[config.mk]
export PLATFORM = sky130hd
export DESIGN_NAME = mem_port_arbiter_flat
export DESIGN_NICKNAME = d
export VERILOG_FILES = /design/src/rtl/arb_pkg.sv /design/src/rtl/mem_port_arbiter_if.sv /design/src/rtl/arb_sat_counter.sv /design/src/rtl/mem_port_arbiter.sv /design/src/flat_wrapper.sv
export SDC_FILE = /design/constraint.sdc
export NUM_CORES = 1
export LEC_CHECK = 0
export ABC_AREA = 1
export BUFFER_PORTS_ARGS = -buffer_cell sky130_fd_sc_hd__buf_2
export CORE_MARGIN = 2
export CORE_UTILIZATION = 25
export CTS_CLUSTER_DIAMETER = 30
export DETAILED_ROUTE_END_ITERATION = 10
export GPL_TIMING_DRIVEN = 1
export PLACE_DENSITY_LB_ADDON = 0.2
export SYNTH_ARGS = -nofsm -noshare
export SYNTH_HDL_FRONTEND = slang
export SYNTH_HIERARCHICAL = 1
export SYNTH_SLANG_ARGS = --single-unit
[constraint.sdc]
create_clock -name clk -period 2.2 [get_ports clk]
set_input_delay 0.44 -clock clk [delete_from_list [all_inputs] [get_ports clk]]
set_output_delay 0.44 -clock clk [all_outputs]
set_load 0.03 [all_outputs]
[src/rtl/arb_pkg.sv]
// Shared types and constants for the instruction/data memory port arbiter.
package arb_pkg;
  typedef enum logic [1:0] {
    IDLE   = 2'd0,
    I_BUSY = 2'd1,
    D_BUSY = 2'd2
  } arb_state_e;

  localparam logic       WE_READ   = 1'b0;
  localparam logic       WE_WRITE  = 1'b1;
  localparam logic [3:0] MASK_WORD = 4'b1111;
endpackage

[src/rtl/mem_port_arbiter_if.sv]
// Requester and memory-side signals of the arbiter. The arbiter uses the slave
// view; the core/memory environment uses the master view.
interface mem_port_arbiter_if #(
  parameter int ADDR_W = 8,
  parameter int DATA_W = 32
);
  logic              i_request;
  logic [ADDR_W-1:0] i_address;
  logic              i_valid;
  logic [DATA_W-1:0] i_r_data;

  logic              d_request;
  logic              d_we_re;
  logic [3:0]        d_mask;
  logic [ADDR_W-1:0] d_address;
  logic [DATA_W-1:0] d_w_data;
  logic              d_valid;
  logic [DATA_W-1:0] d_r_data;

  logic              mem_request;
  logic              mem_we_re;
  logic [3:0]        mem_masking;
  logic [ADDR_W-1:0] mem_address;
  logic [DATA_W-1:0] mem_w_data;
  logic              mem_valid;
  logic [DATA_W-1:0] mem_r_data;

  logic              busy;
  logic              timeout_err;

  modport slave (
    input  i_request, i_address,
    output i_valid, i_r_data,
    input  d_request, d_we_re, d_mask, d_address, d_w_data,
    output d_valid, d_r_data,
    output mem_request, mem_we_re, mem_masking, mem_address, mem_w_data,
    input  mem_valid, mem_r_data,
    output busy, timeout_err
  );

  modport master (
    output i_request, i_address,
    input  i_valid, i_r_data,
    output d_request, d_we_re, d_mask, d_address, d_w_data,
    input  d_valid, d_r_data,
    input  mem_request, mem_we_re, mem_masking, mem_address, mem_w_data,
    output mem_valid, mem_r_data,
    input  busy, timeout_err
  );
endinterface

[src/rtl/arb_sat_counter.sv]
// Up-counter that stops at MAX; clear has priority over increment.
module arb_sat_counter #(
  parameter int MAX = 4
) (
  input  logic clk,
  input  logic rst,
  input  logic inc,
  input  logic clr,
  output logic sat
);
  localparam int W = (MAX < 1) ? 1 : $clog2(MAX + 1);
  localparam logic [W-1:0] MAX_V = W'(MAX);

  logic [W-1:0] count;

  always_ff @(posedge clk) begin
    if (rst || clr) begin
      count <= '0;
    end else if (inc && !sat) begin
      count <= count + 1'b1;
    end
  end

  assign sat = (count == MAX_V);
endmodule

[src/rtl/mem_port_arbiter.sv]
// Shares one memory port between fetch and load/store requesters: data first,
// with a streak limit protecting fetch and a watchdog for silent memories.
module mem_port_arbiter
  import arb_pkg::*;
#(
  parameter int ADDR_W       = 8,
  parameter int DATA_W       = 32,
  parameter int MAX_D_STREAK = 4,
  parameter int TIMEOUT      = 16
) (
  input logic               clk,
  input logic               rst,
  mem_port_arbiter_if.slave bus
);
  arb_state_e        state_q, state_d;
  logic              grant_i, grant_d, done, abort;
  logic              streak_sat, wdog_sat, busy_s;

  logic              mem_request_q;
  logic              mem_we_re_q;
  logic [3:0]        mem_masking_q;
  logic [ADDR_W-1:0] mem_address_q;
  logic [DATA_W-1:0] mem_w_data_q;
  logic [DATA_W-1:0] i_r_data_q;
  logic [DATA_W-1:0] d_r_data_q;

  assign busy_s = (state_q != IDLE);

  always_comb begin
    state_d = state_q;
    grant_i = 1'b0;
    grant_d = 1'b0;
    done    = 1'b0;
    abort   = 1'b0;
    unique case (state_q)
      IDLE: begin
        // Fetch only overtakes a waiting data request once the streak is used up
        if (bus.d_request && !(bus.i_request && streak_sat)) begin
          grant_d = 1'b1;
          state_d = D_BUSY;
        end else if (bus.i_request) begin
          grant_i = 1'b1;
          state_d = I_BUSY;
        end
      end
      I_BUSY, D_BUSY: begin
        if (bus.mem_valid) begin
          done    = 1'b1;
          state_d = IDLE;
        end else if (wdog_sat) begin
          abort   = 1'b1;
          state_d = IDLE;
        end
      end
      default: state_d = IDLE;
    endcase
  end

  always_ff @(posedge clk) begin
    if (rst) begin
      state_q       <= IDLE;
      mem_request_q <= 1'b0;
      mem_we_re_q   <= 1'b0;
      mem_masking_q <= '0;
      mem_address_q <= '0;
      mem_w_data_q  <= '0;
      i_r_data_q    <= '0;
      d_r_data_q    <= '0;
    end else begin
      state_q <= state_d;
      if (grant_d) begin
        mem_request_q <= 1'b1;
        mem_we_re_q   <= bus.d_we_re;
        mem_masking_q <= bus.d_mask;
        mem_address_q <= bus.d_address;
        mem_w_data_q  <= bus.d_w_data;
      end else if (grant_i) begin
        mem_request_q <= 1'b1;
        mem_we_re_q   <= WE_READ;
        mem_masking_q <= MASK_WORD;
        mem_address_q <= bus.i_address;
        mem_w_data_q  <= '0;
      end else if (done || abort) begin
        mem_request_q <= 1'b0;
      end
      if (done && state_q == I_BUSY) i_r_data_q <= bus.mem_r_data;
      if (done && state_q == D_BUSY) d_r_data_q <= bus.mem_r_data;
    end
  end

  arb_sat_counter #(.MAX(MAX_D_STREAK)) u_streak (
    .clk (clk),
    .rst (rst),
    .inc (grant_d && bus.i_request),
    .clr (grant_i || (grant_d && !bus.i_request)),
    .sat (streak_sat)
  );

  // Counts busy cycles without a response; saturation marks the abort cycle
  arb_sat_counter #(.MAX(TIMEOUT - 1)) u_wdog (
    .clk (clk),
    .rst (rst),
    .inc (busy_s && !bus.mem_valid),
    .clr (grant_i || grant_d),
    .sat (wdog_sat)
  );

  // Completion is gated by rst so an access dropped by reset never reports
  assign bus.i_valid     = done && (state_q == I_BUSY) && !rst;
  assign bus.d_valid     = done && (state_q == D_BUSY) && !rst;
  assign bus.i_r_data    = bus.i_valid ? bus.mem_r_data : i_r_data_q;
  assign bus.d_r_data    = bus.d_valid ? bus.mem_r_data : d_r_data_q;
  assign bus.timeout_err = abort && !rst;
  assign bus.busy        = busy_s;

  assign bus.mem_request = mem_request_q;
  assign bus.mem_we_re   = mem_we_re_q;
  assign bus.mem_masking = mem_masking_q;
  assign bus.mem_address = mem_address_q;
  assign bus.mem_w_data  = mem_w_data_q;
endmodule

[src/flat_wrapper.sv]
// flat-port wrapper written by rule: the top's interface ports become plain ports
module mem_port_arbiter_flat import arb_pkg::*;
#(
  parameter int ADDR_W       = 8,
  parameter int DATA_W       = 32,
  parameter int MAX_D_STREAK = 4,
  parameter int TIMEOUT      = 16
)
  (clk, rst, bus_i_request, bus_i_address, bus_i_valid, bus_i_r_data, bus_d_request, bus_d_we_re, bus_d_mask, bus_d_address, bus_d_w_data, bus_d_valid, bus_d_r_data, bus_mem_request, bus_mem_we_re, bus_mem_masking, bus_mem_address, bus_mem_w_data, bus_mem_valid, bus_mem_r_data, bus_busy, bus_timeout_err);
  mem_port_arbiter_if #(.ADDR_W(ADDR_W), .DATA_W(DATA_W)) bus_i ();
  input logic clk;
  input logic rst;
  input wire logic [$bits(bus_i.i_request)-1:0] bus_i_request;
  input wire logic [$bits(bus_i.i_address)-1:0] bus_i_address;
  output wire logic [$bits(bus_i.i_valid)-1:0] bus_i_valid;
  output wire logic [$bits(bus_i.i_r_data)-1:0] bus_i_r_data;
  input wire logic [$bits(bus_i.d_request)-1:0] bus_d_request;
  input wire logic [$bits(bus_i.d_we_re)-1:0] bus_d_we_re;
  input wire logic [$bits(bus_i.d_mask)-1:0] bus_d_mask;
  input wire logic [$bits(bus_i.d_address)-1:0] bus_d_address;
  input wire logic [$bits(bus_i.d_w_data)-1:0] bus_d_w_data;
  output wire logic [$bits(bus_i.d_valid)-1:0] bus_d_valid;
  output wire logic [$bits(bus_i.d_r_data)-1:0] bus_d_r_data;
  output wire logic [$bits(bus_i.mem_request)-1:0] bus_mem_request;
  output wire logic [$bits(bus_i.mem_we_re)-1:0] bus_mem_we_re;
  output wire logic [$bits(bus_i.mem_masking)-1:0] bus_mem_masking;
  output wire logic [$bits(bus_i.mem_address)-1:0] bus_mem_address;
  output wire logic [$bits(bus_i.mem_w_data)-1:0] bus_mem_w_data;
  input wire logic [$bits(bus_i.mem_valid)-1:0] bus_mem_valid;
  input wire logic [$bits(bus_i.mem_r_data)-1:0] bus_mem_r_data;
  output wire logic [$bits(bus_i.busy)-1:0] bus_busy;
  output wire logic [$bits(bus_i.timeout_err)-1:0] bus_timeout_err;
  assign bus_i.i_request = bus_i_request;
  assign bus_i.i_address = bus_i_address;
  assign bus_i_valid = bus_i.i_valid;
  assign bus_i_r_data = bus_i.i_r_data;
  assign bus_i.d_request = bus_d_request;
  assign bus_i.d_we_re = bus_d_we_re;
  assign bus_i.d_mask = bus_d_mask;
  assign bus_i.d_address = bus_d_address;
  assign bus_i.d_w_data = bus_d_w_data;
  assign bus_d_valid = bus_i.d_valid;
  assign bus_d_r_data = bus_i.d_r_data;
  assign bus_mem_request = bus_i.mem_request;
  assign bus_mem_we_re = bus_i.mem_we_re;
  assign bus_mem_masking = bus_i.mem_masking;
  assign bus_mem_address = bus_i.mem_address;
  assign bus_mem_w_data = bus_i.mem_w_data;
  assign bus_i.mem_valid = bus_mem_valid;
  assign bus_i.mem_r_data = bus_mem_r_data;
  assign bus_busy = bus_i.busy;
  assign bus_timeout_err = bus_i.timeout_err;
  mem_port_arbiter #(.ADDR_W(ADDR_W), .DATA_W(DATA_W), .MAX_D_STREAK(MAX_D_STREAK), .TIMEOUT(TIMEOUT)) u_core (.clk(clk), .rst(rst), .bus(bus_i));
endmodule
# Yosys cells after proc, flatten, opt, wreduce, memory -nomap -nowiden
# Index checks and enable logic that the tools add are counted.
[totals]
input_bits = 90
output_inout_bits = 114
register_bits = 119
wordCells = 75
[classes]
n_reduce_logical = 29
n_addsub = 2
eq_ne = 6
muxes = 28
[op_table]
columns = ["op", "n"]
rows = [
  ["$mux 32", 4],
  ["$mux 8", 2],
  ["$mux 1", 15],
  ["$logic_and 1x1->1", 12],
  ["$mux 2", 4],
  ["$mux 4", 2],
  ["$logic_not 1->1", 6],
  ["$logic_or 1x1->1", 5],
  ["$add 4x1->4 const B", 1],
  ["$eq 4x4->1 const B", 1],
  ["$pmux 2 s2", 1],
  ["$reduce_bool 2->1", 2],
  ["$add 3x1->3 const B", 1],
  ["$eq 3x3->1 const B", 1],
  ["$ne 3x2->1 const B", 1],
  ["$ne 3x3->1 const B", 1],
  ["$reduce_bool 3->1", 1],
  ["$eq 2x1->1 const B", 1],
  ["$eq 2x2->1 const B", 1],
  ["$logic_not 2->1", 1],
  ["$reduce_and 2->1", 1],
  ["$reduce_or 2->1", 1],
]

# Longest topological paths before layout
[depth]
word_depth = 9
mapped_depth = 15

# Cells and area by module
# The synthesis kept the hierarchy.
[modules_own_cells]
columns = ["module", "n_inst", "area_per_inst_um2", "cells_per_inst"]
rows = [
  ["mem_port_arbiter", 1, 4659.5, 616],
  ["arb_sat_counter at u_core.u_wdog", 1, 200.2, 29],
  ["arb_sat_counter at u_core.u_streak", 1, 175.2, 27],
]

# Worst setup path before layout
# Ideal clock, no wire load.
[synth_path]
kind = "reg2out"
start = "register u_core.state_q[0]"
end = "output port bus_i_r_data[22]"
stages_incl_launch_ff = 8
path_buffers = 2
setup_slack_ps = -129
arrival_ps = 1889
path_cell_list = "dfxtp_1 -> inv_1 -> ha_1 -> nand2_1 -> nor3_2 -> buf_4 -> buf_4 -> o21ai_0"
[synth_via]
elab_chain_len = 6
elab_cells_between_ends = 7
classes_between = "eq/ne (2); mux (2); reduce/logical (3)"
[synth_lines]
columns = ["item", "line_no", "text"]
rows = [
  ["start, declared", "mem_port_arbiter.sv:15", "arb_state_e state_q, state_d;"],
  ["start signal, assigned", "mem_port_arbiter.sv:70", "state_q <= state_d;"],
  ["$eq 2x2->1 / $eq 2x1->1 (equally long branches)", "mem_port_arbiter.sv:35, mem_port_arbiter.sv:109", ""],
  ["$reduce_or 2->1", "mem_port_arbiter.sv:35", "unique case (state_q)"],
  ["$mux 1", "mem_port_arbiter.sv:35", ""],
  ["$logic_and 1x1->1 (*) (2 in a row)", "mem_port_arbiter.sv:109", "assign bus.i_valid = done && (state_q == I_BUSY) && !rst;"],
  ["via bus_i_valid", "flat_wrapper.sv:15", "output wire logic [$bits(bus_i.i_valid)-1:0] bus_i_valid;"],
  ["$mux 32 (*)", "mem_port_arbiter.sv:111", "assign bus.i_r_data = bus.i_valid ? bus.mem_r_data : i_r_data_q;"],
  ["end, declared", "flat_wrapper.sv:16", "output wire logic [$bits(bus_i.i_r_data)-1:0] bus_i_r_data;"],
]
# The timed path passes the listed nets; every way through them passes the cells marked *.

# Worst setup path in the final report
[layout_path]
start = "register u_core.state_q[1]"
end = "output port bus_i_r_data[29]"
[layout_via]
elab_chain_len = 6
elab_cells_between_ends = 7
classes_between = "eq/ne (2); mux (2); reduce/logical (3)"
[layout_lines]
columns = ["item", "line_no"]
rows = [
  ["$eq 2x2->1 / $eq 2x1->1 (equally long branches)", "mem_port_arbiter.sv:35, mem_port_arbiter.sv:109"],
  ["$reduce_or 2->1", "mem_port_arbiter.sv:35"],
  ["$mux 1", "mem_port_arbiter.sv:35"],
  ["$logic_and 1x1->1 (*) (2 in a row)", "mem_port_arbiter.sv:109"],
  ["$mux 32 (*)", "mem_port_arbiter.sv:111"],
]
# Every way passes the cells marked *; elsewhere a longest branch is shown, timed or not.

==> run metrics <==
status finished with violations; violated checks negative setup slack; Crit-path slowest cell dfxtp_2; standard-cell rows 51; share of cells above drive strength 1 0.379; CTS tree built; Final TNS setup -8.22 ns; routability cong. 0.742; Vias 5078; Startpoint Class flop; # fillers 2058; Sink Count about 120; CP Class flop to primary output; Post-Syn Nets 768; Buffers on Ports 203; Routed WL 16800 um; GRT overflow 0; post-route cell area 0.00793 mm^2; Longest Clk Path Bufs 2; # IOs a little over 200; sequential share of power 0.380; unrepaired setup endpoints after global routing yes; Total Die Area 0.0213 mm^2; P&R area growth vs syn 57.4%; final worst slack -0.223 ns; arrival time worst endpoint around 2.0 ns; internal power 4.32 mW; final hold violations 0; total CTS buffers 17; syn_area_per_cell 7.49 um^2; Worst-Skew Late Latency 0.41 ns; Inst Count DP 1114; part of the power in the clock network 0.455; commonest non-fill, non-tap cells in the layout nand2_1 (146), buf_2 (135), dfxtp_1 (117), inv_1 (93), o31ai_1 (64); Final Core Density 0.405; commonest non-fill, non-tap cell in the layout nand2_1; Pins Over Slew Limit 0; largest net degree at the start of global routing 62; Die Ht 146 um; Power Density 767 mW/mm^2; final setup vio count 65; pre-CTS setup slack 0.0728 ns; Nets 987; Seq/Total Area, Yosys 0.473; min cycle time layout 2.42 ns; Wirelength per Cell 14.4 um; Mapped Cells 672; worst hold slack ~0.26 ns; fin cells 1170; initial antenna violation count 1; drc violations 0; CP Cell Sequence inv_2 -> ha_4 -> nand2_4 -> nor3_4 -> buf_6 -> buf_12 -> buf_12 -> nand2_4 -> o21ai_4 -> buf_6; worst endpoint required time 1.76 ns; core area just under 0.02 mm^2; R2R Setup Slk 0.46 ns; Hold Buf Count CTS 0; crit end category primary output; FF+latch count, synth around 120; Worst-path clk slew 0.06 ns; max capacitance violation total 0; Die X between 100 and 150 um; Yosys warnings 6; Via-to-Cell Ratio about 4.3; Slew @ Worst Pin 0.735 ns; worst-case vdd ir drop 0.472 mV; drt first pass iters 4; Sw Ratio 0.290; Static Leak 3.67 nW; CP max FO 6; Hold Path Class primary input to flop; CTS root buf clkbuf_16; max incr delay on CP 0.33 ns; Initial Util 0.257; Post-DP Area 0.00632 mm^2; Netlist cell types 24; Detail Route Antenna Nets 0; dpl hpwl 9870 um; fin crit share 1.10; number of global-route vias before repair 4900; Starting DRT DRC Count 250; Fmax 0.413 GHz; Relative slew margins 0.510; Comb power frac 0.165; total track usage 0.150; global-route wire length before repair 25800 um; switching power ~1.8 mW; Worst Clk Skew 0.00591 ns; CTS H-Tree Depth 4; Post-Syn Area 0.00503 mm^2; total power draw 6.08 mW
## flip-flops by register name, summed over array words and instances, names as in the netlist
register,flops
u_core/bus.mem_w_data,32
u_core/d_r_data_q,32
u_core/i_r_data_q,32
u_core/bus.mem_address,8
u_core/bus.mem_masking,4
u_core/u_wdog/count,4
u_core/u_streak/count,3
u_core/state_q,2
u_core/bus.mem_request,1
u_core/bus.mem_we_re,1
## area by class of cell
class | instances | area [um^2] | share of cell area
inverter | 99 | 374 | 0.0472
sequential | 119 | 2380 | 0.301
timing repair buffer | 241 | 1880 | 0.237
clock buffer | 18 | 439 | 0.0554
tap | 265 | 332 | 0.0418
clock inverter | 14 | 151 | 0.0191
multi-input combinational | 413 | 2370 | 0.299
antenna | 1 | 2.50 | 0.000316
## critical path, delay by kind of cell (launching register included)
| family | cells | cell delay [ns] |
|---|---|---|
| flops | 1 | 0.33 |
| fa+ha+maj | 1 | 0.28 |
| compound gates | 1 | 0.06 |
| simple gates | 3 | 0.25 |
| buf+inv | 5 | 0.64 |
## power groups by stage
stage / registers (mW) / logic [mW] / clock network, mW
floorplan: 2.50 / 0.425 / 0
global placement: 2.36 / 0.888 / 0
detailed placement: 2.35 / 0.884 / 0
CTS: 2.31 / 0.969 / 2.86
global route: 2.32 / 1.09 / 2.95
finish: 2.31 / 1.00 / 2.77
## per-layer routing
| metal | vias up | part of all wire | track usage |
|---|---|---|---|
| met5 | - | 0 | 0 |
| met4 | 0 | 0.0069 | 0.0382 |
| met3 | 7 | 0.074 | 0.0517 |
| met2 | 153 | 0.45 | 0.231 |
| met1 | 2288 | 0.47 | 0.201 |
| li1 | 2630 | - | - |
## Yosys cell counts, drive strengths merged
master / count / area share
nand2: 174 / 0.13
clkinv: 1 / 0.00074
nand3b: 1 / 0.0015
a21oi: 48 / 0.048
dfxtp: 119 / 0.47
nand3: 8 / 0.0089
inv: 98 / 0.074
nand4: 1 / 0.0012
clkbuf: 9 / 0.0067
o21ai: 79 / 0.079
nor2: 31 / 0.025
o31ai: 64 / 0.095
buf: 32 / 0.040
nor3: 1 / 0.0020
ha: 6 / 0.015
## cell families after synthesis
group                      synth area share
buffers and inverters                 0.121
adders and majority gates            0.0149
and+or+nand+nor                       0.169
DFF                                   0.473
AOI/OAI and AO/OA                     0.222
## final timing paths
kind                                                start                        end  cells after the start
worst max-delay path                    u_core/state_q[1]           bus_i_r_data[29]                     10
worst min-delay path                        bus_d_mask[2]  u_core/bus.mem_masking[2]                      3
worst max register to register          u_core/state_q[1]      u_core/d_r_data_q[22]                      7
worst min register to register  u_core/bus.mem_w_data[10]  u_core/bus.mem_w_data[10]                      2
## repair_timing
item	in CTS	in global routing
pin swaps	2	6
gates resized for setup	153	81
buffers inserted	9	5
cloned	7	6
endpoints found under the setup margin	66	67
Note: power is estimated with default switching activity, not from simulation.
